## config.mk

```make
export PLATFORM = sky130hd
export DESIGN_NAME = result_monitor
export DESIGN_NICKNAME = d
export VERILOG_FILES = /design/src/rtl/result_monitor.sv
export SDC_FILE = /design/constraint.sdc
export NUM_CORES = 1
export LEC_CHECK = 0
export BUFFER_PORTS_ARGS = -buffer_cell sky130_fd_sc_hd__buf_4
export CORE_MARGIN = 2
export CORE_UTILIZATION = 30
export DETAILED_ROUTE_END_ITERATION = 16
export PLACE_DENSITY = 0.5
export SKIP_LAST_GASP = 1
export SYNTH_ARGS = -nofsm -noshare
export SYNTH_HDL_FRONTEND = slang
export SYNTH_SLANG_ARGS = --single-unit
```

## constraint.sdc

```tcl
create_clock -name clk -period 2.6 [get_ports clk]
set_clock_uncertainty 0.2 [all_clocks]
set_input_delay 0.39 -clock clk [delete_from_list [all_inputs] [get_ports clk]]
set_output_delay 0.39 -clock clk [all_outputs]
set_load 0.005 [all_outputs]
```

## src/rtl/result_monitor.sv

```systemverilog
// On-chip checker for the 3-bit result bus of the traffic/dice multiplexer.
// Tracks the legal successor sequence per mode and records violations.
module result_monitor #(
    parameter int CNT_W    = 8,
    parameter int SYNC_LIM = 4
) (
    input  logic             clk,
    input  logic             rst,
    input  logic             sel,
    input  logic             button,
    input  logic [2:0]       result,
    output logic             err,
    output logic [2:0]       err_code,
    output logic [CNT_W-1:0] err_count,
    output logic             in_sync,
    output logic [CNT_W-1:0] roll_count
);

    localparam int SC_W = (SYNC_LIM > 1) ? $clog2(SYNC_LIM) : 1;
    localparam logic [SC_W-1:0] SYNC_MAX = SC_W'(SYNC_LIM - 1);

    typedef enum logic [1:0] {
        ST_INIT  = 2'd0,
        ST_SYNC  = 2'd1,
        ST_CHECK = 2'd2
    } state_t;

    // Successor helpers return 3'b000 for values outside the legal set.
    function automatic logic [2:0] traffic_succ(input logic [2:0] v);
        logic [2:0] s;
        case (v)
            3'b100:  s = 3'b110;
            3'b110:  s = 3'b001;
            3'b001:  s = 3'b010;
            3'b010:  s = 3'b100;
            default: s = 3'b000;
        endcase
        return s;
    endfunction

    function automatic logic [2:0] dice_succ(input logic [2:0] v);
        logic [2:0] s;
        case (v)
            3'd1:    s = 3'd2;
            3'd2:    s = 3'd3;
            3'd3:    s = 3'd4;
            3'd4:    s = 3'd5;
            3'd5:    s = 3'd6;
            3'd6:    s = 3'd1;
            default: s = 3'd0;
        endcase
        return s;
    endfunction

    state_t           state_q, state_d;
    logic [SC_W-1:0]  sync_cnt_q, sync_cnt_d;
    logic [2:0]       prev_result_q;
    logic             prev_button_q;
    logic             prev_sel_q;
    logic             err_q, err_d;
    logic [2:0]       err_code_q, err_code_d;
    logic [CNT_W-1:0] err_count_q, err_count_d;
    logic [CNT_W-1:0] roll_count_q, roll_count_d;
    logic             in_sync_q;

    logic             legal_s;
    logic [2:0]       exp_succ_s;
    logic             viol_s;
    logic [2:0]       code_s;
    logic             roll_inc_s;

    // Next-state and violation detection for the sequence-tracking FSM.
    always_comb begin
        state_d    = state_q;
        sync_cnt_d = sync_cnt_q;
        viol_s     = 1'b0;
        code_s     = 3'd0;
        roll_inc_s = 1'b0;
        legal_s    = sel ? (traffic_succ(result) != 3'b000) : (dice_succ(result) != 3'd0);
        exp_succ_s = sel ? traffic_succ(prev_result_q) : dice_succ(prev_result_q);

        // A mode change invalidates the history, so it pre-empts every check.
        if (sel != prev_sel_q) begin
            state_d    = ST_INIT;
            sync_cnt_d = '0;
        end else begin
            case (state_q)
                ST_INIT: begin
                    state_d    = ST_SYNC;
                    sync_cnt_d = '0;
                end
                ST_SYNC: begin
                    if (legal_s) begin
                        state_d    = ST_CHECK;
                        sync_cnt_d = '0;
                    end else if (sync_cnt_q == SYNC_MAX) begin
                        viol_s     = 1'b1;
                        code_s     = sel ? 3'd2 : 3'd5;
                        sync_cnt_d = '0;
                    end else begin
                        sync_cnt_d = sync_cnt_q + SC_W'(1);
                    end
                end
                ST_CHECK: begin
                    if (sel) begin
                        if (result != exp_succ_s) begin
                            viol_s = 1'b1;
                            code_s = 3'd1;
                        end else begin
                            viol_s = 1'b0;
                        end
                    end else if (!prev_button_q) begin
                        if (result != prev_result_q) begin
                            viol_s = 1'b1;
                            code_s = 3'd3;
                        end else begin
                            viol_s = 1'b0;
                        end
                    end else if (result != exp_succ_s) begin
                        viol_s = 1'b1;
                        code_s = 3'd4;
                    end else begin
                        roll_inc_s = 1'b1;
                    end
                    // Re-anchor on a legal value; otherwise resynchronise.
                    if (viol_s && !legal_s) begin
                        state_d    = ST_SYNC;
                        sync_cnt_d = '0;
                    end else begin
                        state_d = ST_CHECK;
                    end
                end
                default: begin
                    state_d    = ST_INIT;
                    sync_cnt_d = '0;
                end
            endcase
        end
    end

    // Error recording: sticky flag, first code kept, saturating counters.
    always_comb begin
        err_d        = err_q | viol_s;
        err_code_d   = err_code_q;
        err_count_d  = err_count_q;
        roll_count_d = roll_count_q;
        if (viol_s && !err_q) begin
            err_code_d = code_s;
        end else begin
            err_code_d = err_code_q;
        end
        if (viol_s && !(&err_count_q)) begin
            err_count_d = err_count_q + CNT_W'(1);
        end else begin
            err_count_d = err_count_q;
        end
        if (roll_inc_s && !(&roll_count_q)) begin
            roll_count_d = roll_count_q + CNT_W'(1);
        end else begin
            roll_count_d = roll_count_q;
        end
    end

    // State, history and output registers with synchronous reset.
    always_ff @(posedge clk) begin
        if (rst) begin
            state_q       <= ST_INIT;
            sync_cnt_q    <= '0;
            prev_result_q <= 3'd0;
            prev_button_q <= 1'b0;
            prev_sel_q    <= 1'b0;
            err_q         <= 1'b0;
            err_code_q    <= 3'd0;
            err_count_q   <= '0;
            roll_count_q  <= '0;
            in_sync_q     <= 1'b0;
        end else begin
            state_q       <= state_d;
            sync_cnt_q    <= sync_cnt_d;
            prev_result_q <= result;
            prev_button_q <= button;
            prev_sel_q    <= sel;
            err_q         <= err_d;
            err_code_q    <= err_code_d;
            err_count_q   <= err_count_d;
            roll_count_q  <= roll_count_d;
            in_sync_q     <= (state_d == ST_CHECK);
        end
    end

    assign err        = err_q;
    assign err_code   = err_code_q;
    assign err_count  = err_count_q;
    assign in_sync    = in_sync_q;
    assign roll_count = roll_count_q;

endmodule

```

# After elaboration in Yosys (flattened, before gate mapping)
# Cells that the tools add are included.
dict set report classes {
  addsub 3
  eq_ne 20
  muxes 39
  n_bitwise 1
  n_reduce_logical 14
}
# op count
set op_table {}
lappend op_table {{case mux 3 bit (6 select lines)} 2}
lappend op_table {{two-way mux 3 bit} 8}
lappend op_table {{case mux 3 bit (4 select lines)} 2}
lappend op_table {{== test 3 bit, second input constant} 6}
lappend op_table {{adder 8 x 1 -> 8 bit, second input constant} 2}
lappend op_table {{two-way mux 1 bit} 16}
lappend op_table {{AND reduction 8 bit} 2}
lappend op_table {{two-way mux 2 bit} 7}
lappend op_table {{== test 3 x 2 -> 1 bit, second input constant} 4}
lappend op_table {{== test 2 bit, second input constant} 3}
lappend op_table {{== test 3 x 1 -> 1 bit, second input constant} 2}
lappend op_table {{inequality test 3 bit} 2}
lappend op_table {{case mux 2 bit (3 select lines)} 1}
lappend op_table {{case mux 3 bit (2 select lines)} 1}
lappend op_table {{nonzero test 3 bit} 2}
lappend op_table {{logical AND 1 bit} 4}
lappend op_table {{logical NOT 1 bit} 4}
lappend op_table {{case mux 2 bit (2 select lines)} 1}
lappend op_table {{adder 2 x 1 -> 2 bit, second input constant} 1}
lappend op_table {{== test 2 x 1 -> 1 bit, second input constant} 1}
lappend op_table {{logical NOT 2 bit} 1}
lappend op_table {{inequality test 2 bit, second input constant} 1}
lappend op_table {{case mux 1 bit (2 select lines)} 1}
lappend op_table {{OR reduction 2 bit} 1}
lappend op_table {{other kinds (2)} 2}
dict set report word_totals {
  register_bits 30
  elab_cells 87
}

# Longest topological paths before layout
dict set report depth {
  ltp_word 14
  ltp_mapped 11
  mapped_depth_nobuf 8
}

# Worst setup path after synthesis
# OpenSTA, ideal clock, no wires.
dict set report synth_path {
  path_type {input to register}
  start {input result[2]}
  end {register err_count_q[3] (netlist: err_count[3])}
  setup_time_ns 0.123
  t_arrival_ns 2.173
  required_time_ns 2.277
  path_slack_ns 0.103
  path_stages 9
  n_path_buf 2
  path_cell_list {clkbuf_1 > nor4bb_1 > nor3_1 > o32a_1 > or3_4 > a31oi_4 > buf_6 > nor2_1 > mux2_1}
}
dict set report synth_via {
  elab_chain_cells 9
  elab_cells_between_ends 23
}
# element line
set synth_rtl {}
lappend synth_rtl {{start: declaration} 11} ;# input logic [2:0] result,
lappend synth_rtl {{branches (longest 6 deep; another with case mux 3 bit (6 select lines))} -}
lappend synth_rtl {{case mux 1 bit (2 select lines) (*)} 87} ;# case (state_q)
lappend synth_rtl {{two-way mux 1 bit (*)} 83} ;# if (sel != prev_sel_q) begin
lappend synth_rtl {{logical AND 1 bit (*)} 152} ;# if (viol_s && !(&err_count_q)) begin
lappend synth_rtl {{end signal: assignment} 185} ;# err_count_q <= err_count_d;
lappend synth_rtl {{end: declaration} 62} ;# logic [CNT_W-1:0] err_count_q, err_count_d;
# Every way passes the cells marked *. The select of a mux whose other input is x is not followed.
# A chain may end at the register's enable or synchronous reset.

# Final worst setup path
dict set report layout_path {
  start {register prev_result_q[0]}
  end {register err_count_q[3] (netlist: err_count[3])}
}
dict set report layout_via {
  elab_chain_cells 12
  elab_cells_between_ends 20
}
# element line
set layout_rtl {}
lappend layout_rtl {{start: declaration} 57} ;# logic [2:0] prev_result_q;
lappend layout_rtl {{start signal: assignment} 180} ;# prev_result_q <= result;
lappend layout_rtl {{== test 3 bit (tied with other cells)} {31, 43}}
lappend layout_rtl {{case mux 3 bit (6 select lines) or case mux 3 bit (4 select lines) (tied branches)} {43, 31}}
lappend layout_rtl {{two-way mux 3 bit} 80} ;# exp_succ_s = sel ? traffic_succ(prev_result_q) : dice_succ(prev_result_q);
lappend layout_rtl {{inequality test 3 bit} {106, 119}}
lappend layout_rtl {{two-way mux 1 bit} {106, 119}}
lappend layout_rtl {{two-way mux 1 bit} 112} ;# end else if (!prev_button_q) begin
lappend layout_rtl {{two-way mux 1 bit (*)} 105} ;# if (sel) begin
lappend layout_rtl {{two-way mux 1 bit (*)} 87}
lappend layout_rtl {{two-way mux 1 bit (*)} 83}
lappend layout_rtl {{case mux 1 bit (2 select lines) (*)} 87}
lappend layout_rtl {{two-way mux 1 bit (*)} 83}
lappend layout_rtl {{logical AND 1 bit (*)} 152}
# Mark *: on every way between the ends. The rest lies on a longest branch, timed or not. The select of a mux whose other input is x is not followed.

==> key figures <==
Timing
  • # setup viols final: 0
  • RSZ-0062 raised after global routing: yes
  • F_max: roughly 410 MHz
  • Final WS setup: between 0.15 and 0.2 ns
  • Fin. max-slew vios: 0
  • Final period utilization: 0.9423
  • Worst hold slack: ~0.14 ns
  • Worst slew pin tran: ~0.47 ns
  • Worst rel slew slack: 0.6850
  • Period minus WS final: 2.450 ns
  • Setup TNS: 0 ns
  • Hold Violations, Final: 0

Critical path
  • Crit Path Max Fanout: 7
  • Worst path max stage delay: 0.39 ns
  • Crit-path cells: or3b_1 > a21o_1 > and3_4 > or3_4 > a31oi_4 > nor2_1 > mux2_1
  • CP delay by family, top: simple AND/OR/NAND/NOR gates
  • Worst setup EP type: flip-flop
  • CP arrival: ~2.4 ns
  • R2R cell count: 7
  • Critical R2R Launch: prev_result_q[0]
  • R2R setup slack: roughly 0.15 ns
  • Critical path buffers and inverters: 0
  • FF-to-FF End: err_count[3]
  • Worst path required time: between 2 and 3 ns
  • Kind of critical path: reg2reg
  • Startpoint Class: flip-flop
  • Slowest cell on crit path: or3_4

Floorplanning
  • Top-Level Pins: 28
  • Core area: roughly 5500 sq um
  • Initial Util: 0.3088
  • Rows: 27
  • Die height: between 70 and 80 microns
  • Die width: roughly 79 microns
  • Die area: 6286 sq um

Finish
  • FILL cells: roughly 600
  • Nets@finish: 242
  • Diode count: 0
  • Area grow syn2layout: 25.31%
  • Share of layout cells above drive strength 1: 0.2533
  • Finished Layout Cells: ~300

Worst hold path
  • Worst hold start: button
  • WHS Path Cells: 2
  • Hold Path End: prev_button_q
  • Hold Path Class: in2reg

Place
  • RD Place Congestion: between 0.7 and 0.8
  • Port bufs: 27
  • Post-place setup slack: roughly 0.046 ns
  • Placed wire-length estimate: around 2.7 mm
  • Placed cells: 293

Pwr
  • Leak pwr: 0.8417 nW
  • P per Cell Area: roughly 450 nW/um^2
  • Final Total Pwr: 0.9626 mW
  • Peak supply drop: about 0.21 mV

Yosys
  • Cell area after synthesis: 1700 sq um
  • Ys async rst share: 0
  • Syn nets: around 210
  • Syn. warnings: 0
  • Post-synth EDFFs: 0
  • Synth cell types: 50
  • FF+latch count, synth: 30
  • Most used DFF post-synth: dfxtp_1
  • Syn Inst Count: between 150 and 200
  • Post-synthesis sequential area ratio: 0.3532
  • Syn Area/Cell: 8.765 sq um

Drt
  • Final ANT Viol Nets: 0
  • Met3 wire len: roughly 140 microns
  • DRC viols: 0
  • Routed len/inst: around 12 microns
  • Met2 Routed Length: between 1.5 and 2 mm
  • WL met1: between 1.5 and 2 mm
  • Vias per inst: 4.940
  • DRT Pass-1 Iters: 4
  • DR vias: about 1500
  • DRT iter0 DRCs: 64
  • Final wirelength: roughly 3.7 mm
  • Max layer used: met4

Run
  • MaxCap Viol Count: 0

Global route
  • Initial antenna violation count: 0
  • Number of global-route vias before repair: around 1400
  • Largest net degree at the start of global routing: 27
  • Total global-route track usage: 0.1259
  • GRT Residual Overflow: 0
  • First-pass GRT wire length: approximately 6.4 mm

Clocking
  • Sink Count: 30
  • CTS Hold Bufs: 0
  • Clk slew on worst S/H paths: roughly 0.070 ns
  • CTS Buf Count: 5
  • Root Driver: clkbuf_8
  • H-tree depth: 2
  • Clock insertion delay at the later pin of the skew report: approximately 0.27 ns
  • CTS tree: done
  • CTS Buffer Depth: 2

Outcome
  • Status: finished, final reports clean
per-layer routing:
metal	GRT usage	up-vias
li1	-	774
met1	0.1727	683
met2	0.1983	25
met3	0.03068	5
met4	0.03103	0
met5	0	-
layout make-up:
cell class	count	area, sq um	share of cell area
clock inverter	1	5.005	0.002349
multi-input combinational	143	1020	0.4786
clock buffer	7	86.33	0.04052
inverter	10	37.54	0.01762
timing repair buffer	38	289.0	0.1356
tap	72	90.09	0.04228
sequential	30	603.1	0.2830
synthesized netlist by cell type, drive strengths merged, types with 6 or more instances:
cell type | instances | share of area
nand2 | 12 | 0.026
xor2 | 6 | 0.031
ha | 7 | 0.052
dfxtp | 30 | 0.35
buf | 6 | 0.026
inv | 10 | 0.022
o21ai | 12 | 0.035
nor2 | 15 | 0.033
nor2b | 6 | 0.022
or3 | 6 | 0.025
a21oi | 10 | 0.032
worst register-to-register path, cell delays in order (launching register included):
cell and delay, ns:
dfxtp_2 0.35, or3b_1 0.37, a21o_1 0.18, and3_4 0.19, or3_4 0.39, a31oi_4 0.26
nor2_1 0.09, mux2_1 0.30
stage by stage:
step,cell area (sq um),utilization
floorplan,1700,-
global placement,2012,0.3654
detailed placement,2012,0.3654
CTS,2103,0.3820
global route,2131,0.3870
finish,2131,0.3870
cells by family (layout without fill, tap and decap cells):
family	after synthesis	in the layout	share of synthesized area
fa+ha+maj	8	8	0.05739
buf+inv	21	56	0.05960
compound gates	46	46	0.1906
flops	30	30	0.3532
xor+xnor	10	10	0.05151
mux	4	4	0.02428
simple gates	75	75	0.2634
power breakdown:
group / switching, mW / internal, mW
sequential: 0.00800 / 0.467
combinational: 0.0596 / 0.0483
clock: 0.167 / 0.213
total: 0.234 / 0.728
placed cells by master (no fill, tap or decap), types with 3 or more instances in the layout:
cell type and instances:
nand4_1 3, clkbuf_8 6, or3_1 5, dfxtp_1 28, nor2b_1 6, mux2i_1 3, buf_4 37, or4_1 4
and3_1 4, nor3_1 3, o21ai_0 10, nand3_1 5, o41ai_1 3, nor2_1 15, ha_1 7, nand2b_1 4
inv_1 10, xnor2_1 4, xor2_1 6, a31oi_1 3, nand2_1 12, a21oi_1 8, a21o_1 3
worst max-delay path by stage:
| stage | cells past startpoint | to | start |
|---|---|---|---|
| after floorplan | 9 | err_count[3] | result[2] |
| after global placement | 9 | in_sync | sel |
| after detailed placement | 9 | in_sync | sel |
| after CTS | 8 | in_sync | prev_result_q[2] |
| after global routing | 9 | in_sync | prev_result_q[1] |
| final | 7 | err_count[3] | prev_result_q[0] |
timing repair:
| item | 4_1_cts | 5_1_grt |
|---|---|---|
| resized for setup | 0 | 8 |
| setup endpoints to repair | 0 | 13 |
| buffers inserted | 0 | 0 |
flip-flops by register name, indices dropped and copies added, names as in the netlist:
register / flops
prev_sel_q: 1
err: 1
prev_button_q: 1
state_q: 2
sync_cnt_q: 2
prev_result_q: 3
err_count: 8
err_code: 3
in_sync: 1
roll_count: 8
(Power assumes the default switching activity.)
